File: src/rtl/seq_pkg.sv
// ---------------------------------------------------------------------------
// seq_pkg
// Shared definitions for the serial pattern transmitter:
//   state_t              - transmitter FSM states (IDLE, SEND, FINISH)
//   SEQ_DEFAULT_PATTERN  - reference pattern used by the team's 1001 detector
// ---------------------------------------------------------------------------
package seq_pkg;

    typedef enum logic [1:0] {
        IDLE   = 2'd0,
        SEND   = 2'd1,
        FINISH = 2'd2
    } state_t;

    localparam logic [3:0] SEQ_DEFAULT_PATTERN = 4'b1001;

endpackage : seq_pkg

File: src/rtl/seq_pattern_tx.sv
// ---------------------------------------------------------------------------
// seq_pattern_tx
// Serialises a PAT_W-bit pattern MSB first, repeated repeat_cnt times. When
// overlap is requested and the pattern's MSB equals its LSB, repetitions
// 2..R reuse the previous LSB as their MSB and skip it.
//
// Optional feature (macro SEQ_TX_PARITY_EN): each repetition is followed by
// one even-parity bit of the pattern, and bit sharing is disabled.
//
// Ports
//   clk        in   rising-edge clock
//   reset      in   synchronous active-high reset
//   start      in   begin a transmission (sampled only in IDLE)
//   pattern    in   PAT_W-bit pattern, sent MSB first
//   repeat_cnt in   number of repetitions (0 = no bits, done only)
//   overlap    in   allow shared MSB/LSB between repetitions
//   outbit     out  serial data, 0 whenever out_valid is low
//   out_valid  out  outbit carries a transmitted bit
//   busy       out  high from capture through the last bit
//   done       out  one-cycle pulse when a transmission ends
// ---------------------------------------------------------------------------
module seq_pattern_tx
    import seq_pkg::*;
#(
    parameter int PAT_W = 4,
    parameter int CNT_W = 4
) (
    input  logic             clk,
    input  logic             reset,
    input  logic             start,
    input  logic [PAT_W-1:0] pattern,
    input  logic [CNT_W-1:0] repeat_cnt,
    input  logic             overlap,
    output logic             outbit,
    output logic             out_valid,
    output logic             busy,
    output logic             done
);

    localparam int IDX_W = (PAT_W > 2) ? $clog2(PAT_W) : 1;
    localparam logic [IDX_W-1:0] IDX_TOP   = IDX_W'(PAT_W - 1);
    localparam logic [IDX_W-1:0] IDX_SHARE = IDX_W'(PAT_W - 2);

    state_t           state_q, state_d;
    logic [PAT_W-1:0] pat_q, pat_d;
    logic [IDX_W-1:0] idx_q, idx_d;     // index of the bit currently on outbit
    logic [CNT_W-1:0] rep_q, rep_d;     // repetitions still to start after this one
    logic             share_q, share_d;
    logic             outbit_q, outbit_d;
    logic             out_valid_q, out_valid_d;
    logic             busy_q, busy_d;
    logic             done_q, done_d;
`ifdef SEQ_TX_PARITY_EN
    logic             par_q, par_d;     // parity bit of this repetition is on outbit

    function automatic logic even_parity(input logic [PAT_W-1:0] p);
        return ^p;
    endfunction
`endif

    // Sharing needs equal end bits; the parity bit between repetitions breaks it.
    function automatic logic share_cond(input logic [PAT_W-1:0] p, input logic ov);
`ifdef SEQ_TX_PARITY_EN
        return 1'b0 & ov & (p[PAT_W-1] ~^ p[0]);
`else
        return ov & (p[PAT_W-1] ~^ p[0]);
`endif
    endfunction

    // Next-state, counters and next registered outputs.
    always_comb begin
        state_d     = state_q;
        pat_d       = pat_q;
        idx_d       = idx_q;
        rep_d       = rep_q;
        share_d     = share_q;
        outbit_d    = 1'b0;
        out_valid_d = 1'b0;
        busy_d      = 1'b0;
        done_d      = 1'b0;
`ifdef SEQ_TX_PARITY_EN
        par_d       = par_q;
`endif
        case (state_q)
            IDLE: begin
                if (start) begin
                    pat_d   = pattern;
                    share_d = share_cond(pattern, overlap);
`ifdef SEQ_TX_PARITY_EN
                    par_d   = 1'b0;
`endif
                    if (repeat_cnt == {CNT_W{1'b0}}) begin
                        state_d = FINISH;
                        done_d  = 1'b1;
                    end else begin
                        state_d     = SEND;
                        idx_d       = IDX_TOP;
                        rep_d       = repeat_cnt - 1'b1;
                        outbit_d    = pattern[PAT_W-1];
                        out_valid_d = 1'b1;
                        busy_d      = 1'b1;
                    end
                end else begin
                    state_d = IDLE;
                end
            end
            SEND: begin
                if (idx_q != {IDX_W{1'b0}}) begin
                    idx_d       = idx_q - 1'b1;
                    outbit_d    = pat_q[idx_d];
                    out_valid_d = 1'b1;
                    busy_d      = 1'b1;
`ifdef SEQ_TX_PARITY_EN
                end else if (!par_q) begin
                    par_d       = 1'b1;
                    outbit_d    = even_parity(pat_q);
                    out_valid_d = 1'b1;
                    busy_d      = 1'b1;
`endif
                end else if (rep_q != {CNT_W{1'b0}}) begin
                    // Start the next repetition, skipping its MSB when shared.
                    rep_d       = rep_q - 1'b1;
                    idx_d       = share_q ? IDX_SHARE : IDX_TOP;
                    outbit_d    = pat_q[idx_d];
                    out_valid_d = 1'b1;
                    busy_d      = 1'b1;
`ifdef SEQ_TX_PARITY_EN
                    par_d       = 1'b0;
`endif
                end else begin
                    state_d = FINISH;
                    done_d  = 1'b1;
                end
            end
            FINISH: begin
                state_d = IDLE;
            end
            default: begin
                state_d = IDLE;
            end
        endcase
    end

    // State, datapath and output registers with synchronous reset.
    always_ff @(posedge clk) begin
        if (reset) begin
            state_q     <= IDLE;
            pat_q       <= {PAT_W{1'b0}};
            idx_q       <= {IDX_W{1'b0}};
            rep_q       <= {CNT_W{1'b0}};
            share_q     <= 1'b0;
            outbit_q    <= 1'b0;
            out_valid_q <= 1'b0;
            busy_q      <= 1'b0;
            done_q      <= 1'b0;
`ifdef SEQ_TX_PARITY_EN
            par_q       <= 1'b0;
`endif
        end else begin
            state_q     <= state_d;
            pat_q       <= pat_d;
            idx_q       <= idx_d;
            rep_q       <= rep_d;
            share_q     <= share_d;
            outbit_q    <= outbit_d;
            out_valid_q <= out_valid_d;
            busy_q      <= busy_d;
            done_q      <= done_d;
`ifdef SEQ_TX_PARITY_EN
            par_q       <= par_d;
`endif
        end
    end

    assign outbit    = outbit_q;
    assign out_valid = out_valid_q;
    assign busy      = busy_q;
    assign done      = done_q;

endmodule : seq_pattern_tx

File: config.mk
export PLATFORM = sky130hd
export DESIGN_NAME = seq_pattern_tx
export DESIGN_NICKNAME = d
export VERILOG_FILES = /design/src/rtl/seq_pkg.sv /design/src/rtl/seq_pattern_tx.sv
export SDC_FILE = /design/constraint.sdc
export NUM_CORES = 1
export LEC_CHECK = 0
export ABC_AREA = 1
export CORE_MARGIN = 2
export CORE_UTILIZATION = 40
export DETAILED_ROUTE_END_ITERATION = 7
export GPL_TIMING_DRIVEN = 0
export PLACE_DENSITY = 0.66
export SYNTH_ARGS = -nofsm -noshare
export SYNTH_HDL_FRONTEND = slang
export SYNTH_SLANG_ARGS = --single-unit
File: constraint.sdc
create_clock -name clk -period 1.35 [get_ports clk]
set_input_delay 0.27 -clock clk [delete_from_list [all_inputs] [get_ports clk]]
set_output_delay 0.27 -clock clk [all_outputs]
set_load 0.1 [all_outputs]
-- Yosys cells after proc, flatten, opt, wreduce, memory -nomap -nowiden
Index checks and enable logic that the tools add are counted.
- bits of input ports: 12
- bits in registers: 16
- logic and storage cells: 66
- magnitude comparators: 2
- muxes and demuxes: 35
- add/subtract/negate cells: 3
- reduce and logical (&&, ||, !) cells: 9
- eq/ne operators: 7
- bitwise operators: 2
- operator list (cell ; count):
    two-way mux 2 bit ; 8
    two-way mux 4 bit ; 4
    two-way mux 1 bit ; 15
    inequality test 2 bit, second input constant ; 5
    case mux 2 bit (2 select lines) ; 2
    case mux 4 bit (2 select lines) ; 1
    subtractor 4 x 1 -> 4 bit, second input constant ; 2
    < comparator 2 x 3 -> 1 bit, second input constant ; 2
    case mux 1 bit (2 select lines) ; 3
    AND reduction 5 bit ; 1
    binary-select mux 1 bit (select 2 bit) ; 2
    logical NOT 4 bit ; 1
    AND reduction 2 bit ; 2
    AND reduction 4 bit ; 1
    nonzero test 2 bit ; 2
    nonzero test 4 bit ; 1
    inequality test 3 bit, second input constant ; 1
    equality test 2 x 1 -> 1 bit, second input constant ; 1
    logical NOT 2 bit ; 1
    subtractor 2 x 1 -> 2 bit, second input constant ; 1
    bitwise AND 1 bit ; 1
    bitwise XNOR 1 bit ; 1

-- Depth between registers and ports, before layout
- depth after elaboration: 6
- mapped depth: 11
- depth with buffers taken out: 11

-- Worst setup path before layout
Ideal clock, no wire load.
- path type: register -> output
- start point: register busy (netlist name)
- end point: output out_valid
- path slack: -276 ps
- cell stages (with the launch flop): 2
- data arrival time: 1356 ps
- path buffers: 1
- path through: dfxtp_1 > buf_4
- RTL lines (what ; line ; RTL):
    end: declaration ; seq_pattern_tx.sv:35 ; output logic out_valid,

-- Final worst setup path
- start point: register busy_q, in the netlist busy
- end point: output busy
- RTL lines (what ; line ; RTL):
    start: declaration ; seq_pattern_tx.sv:51 ; logic busy_q, busy_d;
    start signal: assignment ; seq_pattern_tx.sv:167 ; busy_q <= busy_d;
    end: declaration ; seq_pattern_tx.sv:36 ; output logic busy,
No word-level cell between the ends.

==> parameters.txt <==
Parameter                              Value

Status
  Result of the run ... completed

Setup path
  Setup crit end kind ... output port
  Worst path cell trace ... buf_2
  Startpoint type of the worst setup path ... register
  Largest driver fanout on the critical path ... 2
  Required time at the worst-slack endpoint ... 1.08 ns
  Arrival time reported for the critical path endpoint ... 1.02 ns
  Slowest cell on the critical path ... buf_2
  WP buf/inv ... 1
  Max stage delay on crit path ... 0.41 ns
  Path type of the worst setup path ... reg2out
  Top delay family on crit path ... buffers and inverters

Synthesis
  Top-area cell type share of the netlist area ... 0.363
  Top cells by area, synth ... dfxtp_1, nand2_1, nor2_1
  Count of warnings emitted by yosys ... 0
  Net Count, Synth ... 147
  Seq cells post-synth ... 16
  Area of the mapped netlist ... 883 sq um
  Number of instances in the synthesized netlist ... 133
  Cell type contributing the most total cell area after synthesis ... dfxtp_1
  Netlist cell types ... 18
  Portion of the post-synthesis area used by sequential elements ... 0.363
  Syn Area/Cell ... 6.64 sq um

Drt
  Antenna Nets Post-Route ... 0
  Sum of routed wire length over all layers ... 1.87 mm
  Final routed wire length divided by cell count ... 10.1 microns
  Ratio of routed vias to standard cells ... 4.61
  Post-detailed-route DRC marker count ... 0
  Detailed-routing iteration count for the pre-antenna-repair pass ... 4
  1st-iter DRT viols ... 11
  Routed vias ... 858

Floorplan
  Area enclosed by the die boundary ... 2600 sq um
  Area inside the core boundary ... 2150 sq um
  Row cnt ... 17
  Initial cell density of the core ... 0.411
  Die Y ... 51.0 microns
  Top Ports ... 16
  Die outline width ... 51.0 microns

Placed design
  Pre-CTS WS ... -0.427 ns
  Final weighted congestion in routability-driven placement ... 0.860
  Port Buffers ... 14
  Post-DP Area ... 1060 sq um
  DPL Wire Length ... 1.37 mm

Timing
  Final number of setup-violating endpoints ... 0
  Hold violation count in the final report ... 0
  F_max ... 772 MHz
  Crit path time final ... 1.29 ns
  Unrepaired setup endpoints after global routing ... yes
  Slew margin rel. ... 0.679
  Final Cycle Share ... 0.959
  Tightest Pin Transition ... 0.485 ns
  Least setup slack across all paths after layout ... 0.0551 ns
  Slew Viols, Final ... 0
  Setup Skew ... 0.00729 ns
  Final total negative setup slack ... 0 ns

Global route
  Remaining global-route overflow ... 0
  Maximum number of pins on one net before global-route repair ... 10
  Global-route wire length before repair ... 3.02 mm
  Antenna violations before repair ... 0
  GRT Overall Usage ... 0.154
  Vias in the first global route ... 763

Flow run
  Max_cap viols ... 0

Cells and area
  Fill cell count ... 220
  # diodes ... 0
  Storage element area ... 330 sq um
  Synth-to-Final Area Change ... 32.3%
  Multi-input combinational cell area ... 507 sq um
  Final standard cell area without fillers ... 1170 sq um
  Share of final-layout standard cells stronger than drive strength 1 ... 0.272
  Nets ... 173

Clock tree
  CTS tree ... yes
  Maximum clock path buffer count ... 2
  Clock Tree Root ... clkbuf_4
  Clock slew seen by the registers of the worst setup and hold paths ... 0.09 ns
  Clock Sink Count ... 16
  Inserted Clock Buffers ... 3
  CTS hold repair buffers ... 0
  Clock insertion delay at the later pin of the skew report ... 0.28 ns
  CTS H-Tree Depth ... 1

Power and ir drop
  VDD IR-drop max ... 0.880 mV
  Power density relative to cell area ... 2050 nW/um^2
  Leakage power summed over all cells ... 0.544 nW

Hold path
  Type of the worst min-delay path ... in2reg
[layout by cell type (no fill, tap or decap)]
cell type         n
a21oi_1           7
a21oi_2           1
a31oi_1           1
buf_2             3
buf_4            10
clkbuf_4          3
clkbuf_8          1
clkdlybuf4s50_1  10
dfxtp_1          12
dfxtp_2           2
dfxtp_4           2
ha_2              2
inv_1            12
inv_2             5
inv_4             1
nand2_1          28
nand2_2           5
nand2_4           5
nand3_1          14
nand3b_1          1
nor2_1           21
nor2_2            1
nor2_4            2
nor3_1            2
o21ai_0           6
xnor2_1           1
[stage by stage]
step | hold WS (ns) | power [mW] | instances | utilization
3_3_place_gp | 0.468 | 1.93 | 175 | 0.494
3_5_place_dp | 0.471 | 1.95 | 175 | 0.494
6_report | 0.216 | 2.40 | 186 | 0.544
4_1_cts | 0.199 | 2.32 | 183 | 0.524
2_1_floorplan | 0.405 | 1.71 | 133 | -
5_1_grt | 0.217 | 2.60 | 186 | 0.544
[state kept, by name, indices dropped and copies added, names as in the netlist]
| signal | count |
|---|---|
| share_q | 1 |
| busy | 1 |
| outbit | 1 |
| done | 1 |
| idx_q | 2 |
| state_q | 2 |
| pat_q | 4 |
| rep_q | 4 |
[worst paths after layout]
path | from | slack, ns | to | cells after the start
setup / recovery | busy$_SDFF_PP0_ | 0.06 | busy | 1
hold / removal | reset | 0.22 | state_q[0]$_SDFFE_PP0P_ | 2
setup reg to reg | state_q[1]$_SDFFE_PP0P_ | 0.08 | rep_q[2]$_SDFFE_PP0P_ | 11
hold reg to reg | pat_q[3]$_SDFFE_PP0P_ | 0.49 | pat_q[3]$_SDFFE_PP0P_ | 2
[cell usage after synthesis]
library cell,number
nand2_2,4
xnor2_1,1
nand3b_1,1
ha_1,2
inv_1,14
buf_4,2
nor2_1,21
nand2_4,3
dfxtp_1,16
nor2_4,2
a21oi_1,8
nand2_1,31
a31oi_1,1
nor2_2,1
nand3_1,14
inv_2,4
o21ai_0,6
nor3_1,2
[power by group]
part | switching [mW] | internal [mW] | leakage [nW] | total, mW
clock network | 0.142 | 0.164 | 0.0210 | 0.306
logic | 0.884 | 0.481 | 0.389 | 1.37
registers | 0.102 | 0.623 | 0.134 | 0.725
total | 1.13 | 1.27 | 0.544 | 2.40
[logic make-up after synthesis]
logic type      share of synthesized area
compound gates                     0.0864
xor+xnor                          0.00992
fa+ha+maj                          0.0283
buf+inv                            0.0935
flops                               0.363
simple gates                        0.419
[what timing repair did]
| action | in CTS | in global routing |
|---|---|---|
| resized for setup | 28 | 8 |
| setup endpoints to repair | 10 | 7 |
| gates cloned | 0 | 0 |
| setup buffers | 4 | 3 |
| pin swaps | 1 | 3 |
[routing by layer]
layer	vias up	part of all wire	GRT usage
met3	2	0.045	0.0351
met2	17	0.46	0.253
met5	-	0	0
met4	0	0.0091	0.0766
met1	371	0.48	0.187
li1	468	-	-
[layout make-up]
cell class | instances | area share
well taps | 28 | 0.0300
flip-flops and latches | 16 | 0.283
repair buffers | 21 | 0.150
multi-input cells | 97 | 0.434
clock buffers | 4 | 0.0310
inverters | 18 | 0.0600
plain buffers | 2 | 0.0128
No activity file was read; power rests on OpenSTA's default activity.
==> patch (same flow settings) <==
Build with the macro `SEQ_TX_PARITY_EN` defined.
--- a/src/rtl/seq_pattern_tx.sv
+++ b/src/rtl/seq_pattern_tx.sv
@@ -19,6 +19,8 @@
 //   busy       out  high from capture through the last bit
 //   done       out  one-cycle pulse when a transmission ends
 // ---------------------------------------------------------------------------
+`define SEQ_TX_PARITY_EN
+
 module seq_pattern_tx
     import seq_pkg::*;
 #(
Function: changed (a bounded check fails within 10 cycles, from zero or initial values and one cycle with reset high).
==> patch against the original RTL <==
  * Power down 27%
  * Cell count up 16%
  * Non-clock buffer count shrank 1
  * Cell area is 14% higher
  * Sequential cell count unchanged
  * Worst setup slack lost 27 ps
  * Critical endpoint is now rep_q[3]$_SDFFE_PP0P_
  * Routed wire length rose by 24%
  * Synthesized area up 16%
==> patch: results (changes against the original RTL) <==
run_status:
  status: "finished, final reports clean"  # unchanged
synthesis:
  synth_compound_area_frac: 0.128  # was 0.0864
  synthAdderAreaFrac: 0.0244  # was 0.0283
  synth_area_leaders: "dfxtp_1, nand2_1, inv_1"  # was dfxtp_1, nand2_1, nor2_1
  syn_area_per_cell_um2: 6.26  # was 6.64 um^2
  synth_common_cells: "nand2_1, inv_1, nor2_1, dfxtp_1, nand3_1"  # was nand2_1, nor2_1, dfxtp_1, inv_1, nand3_1
placed_design:
  numPlacedInstances: 208  # was 175
  place_congestion: 0.815  # was 0.860
  place_ws_ps: -439  # was -427 ps
  hpwlAfterDp_mm: 1.65  # was 1.37 mm
cells_and_area:
  utilization: 0.544  # about the same
  drive_gt1_frac: 0.253  # was 0.272
route:
  vias: 1049  # was 858
  wl_per_cell_um: 10.7  # was 10.1 um
  drtIter0Drc: 20  # was 11
worst_hold_path:
  hold_start: "idx_q[1]$_SDFFE_PP0P_"  # was reset
  hold_class: "reg -> reg"  # was in -> reg
  holdPathEnd: "idx_q[1]$_SDFFE_PP0P_"  # was state_q[0]$_SDFFE_PP0P_
pwr:
  power.leakage_uw: 0.000657  # was 0.000544 uW
  peakVddDrop_mv: 0.816  # was 0.880 mV
  power_uw: 1760  # was 2400 uW
  switchingPower_uw: 745  # was 1130 uW
grt:
  grt_pass1_vias: 921  # was 763
  grt_max_degree: 11  # was 10
  use_met2: 0.313  # was 0.253
  grt_use_met3: 0.0574  # was 0.0351
  met1_usage: 0.179  # was 0.187
  grt_pass1_wl_mm: 3.55  # was 3.02 mm
clock_network:
  clock_latency_ps: 300  # was 280 ps
critical_path:
  worstRegToRegCells: 9  # was 11
  max_stage_delay_ps: 340  # was 410 ps
  ff2ff_setup_slack_ps: 30  # was 80 ps
timing:
  worstMarginPinSlew_ps: 486  # was 485 ps
[patch: changes by cell type in the layout (fill, tap and decap cells not counted), moves of 3 or more]
| cell | before | now |
|---|---|---|
| a21oi_1 | 7 | 11 |
| buf_4 | 10 | 5 |
| inv_1 | 12 | 19 |
| nand2_1 | 28 | 47 |
| nand2_2 | 5 | 12 |
| nand2_4 | 5 | 2 |
| nor2_1 | 21 | 17 |
[patch: routing by layer]
layer / up-vias / share of wire
li1: 556 / -
met1: 477 / 0.45
met2: 16 / 0.51
met3: 0 / 0.040
met4: 0 / 0
met5: - / 0
[patch: cell type report]
cell class,count,area (um^2)
buffer,4,28.8
tap,30,37.5
multi-input combinational,121,657
timing repair buffer,18,159
clock buffer,4,36.3
fill,254,1120
sequential,16,328
inverter,23,88.8
[patch: worst max path at each step]
stage	start	end	slack, ps	depth (start not counted)
final	state_q[1]$_SDFFE_PP0P_	rep_q[3]$_SDFFE_PP0P_	30	9
after global routing	state_q[1]$_SDFFE_PP0P_	rep_q[3]$_SDFFE_PP0P_	-20	9
after CTS	state_q[1]$_SDFFE_PP0P_	rep_q[2]$_SDFFE_PP0P_	3	10
after detailed placement	busy$_SDFF_PP0_	out_valid	-440	2
after global placement	busy$_SDFF_PP0_	out_valid	-430	2
after floorplan	state_q[0]$_SDFFE_PP0P_	rep_q[2]$_SDFFE_PP0P_	30	9
[patch: logic make-up (layout without fill, tap and decap cells)]
family,after synthesis,in the layout
adders and majority gates,2,2
DFF,16,16
xor gates and xnor gates,1,1
and+or+nand+nor,96,96
AOI/OAI and AO/OA,22,22
buffers and inverters,27,49
[patch: repair_timing]
action	in CTS	in global routing
gates resized for setup	31	16
setup buffers	2	2
setup endpoints to repair	13	16
pin swaps	0	2
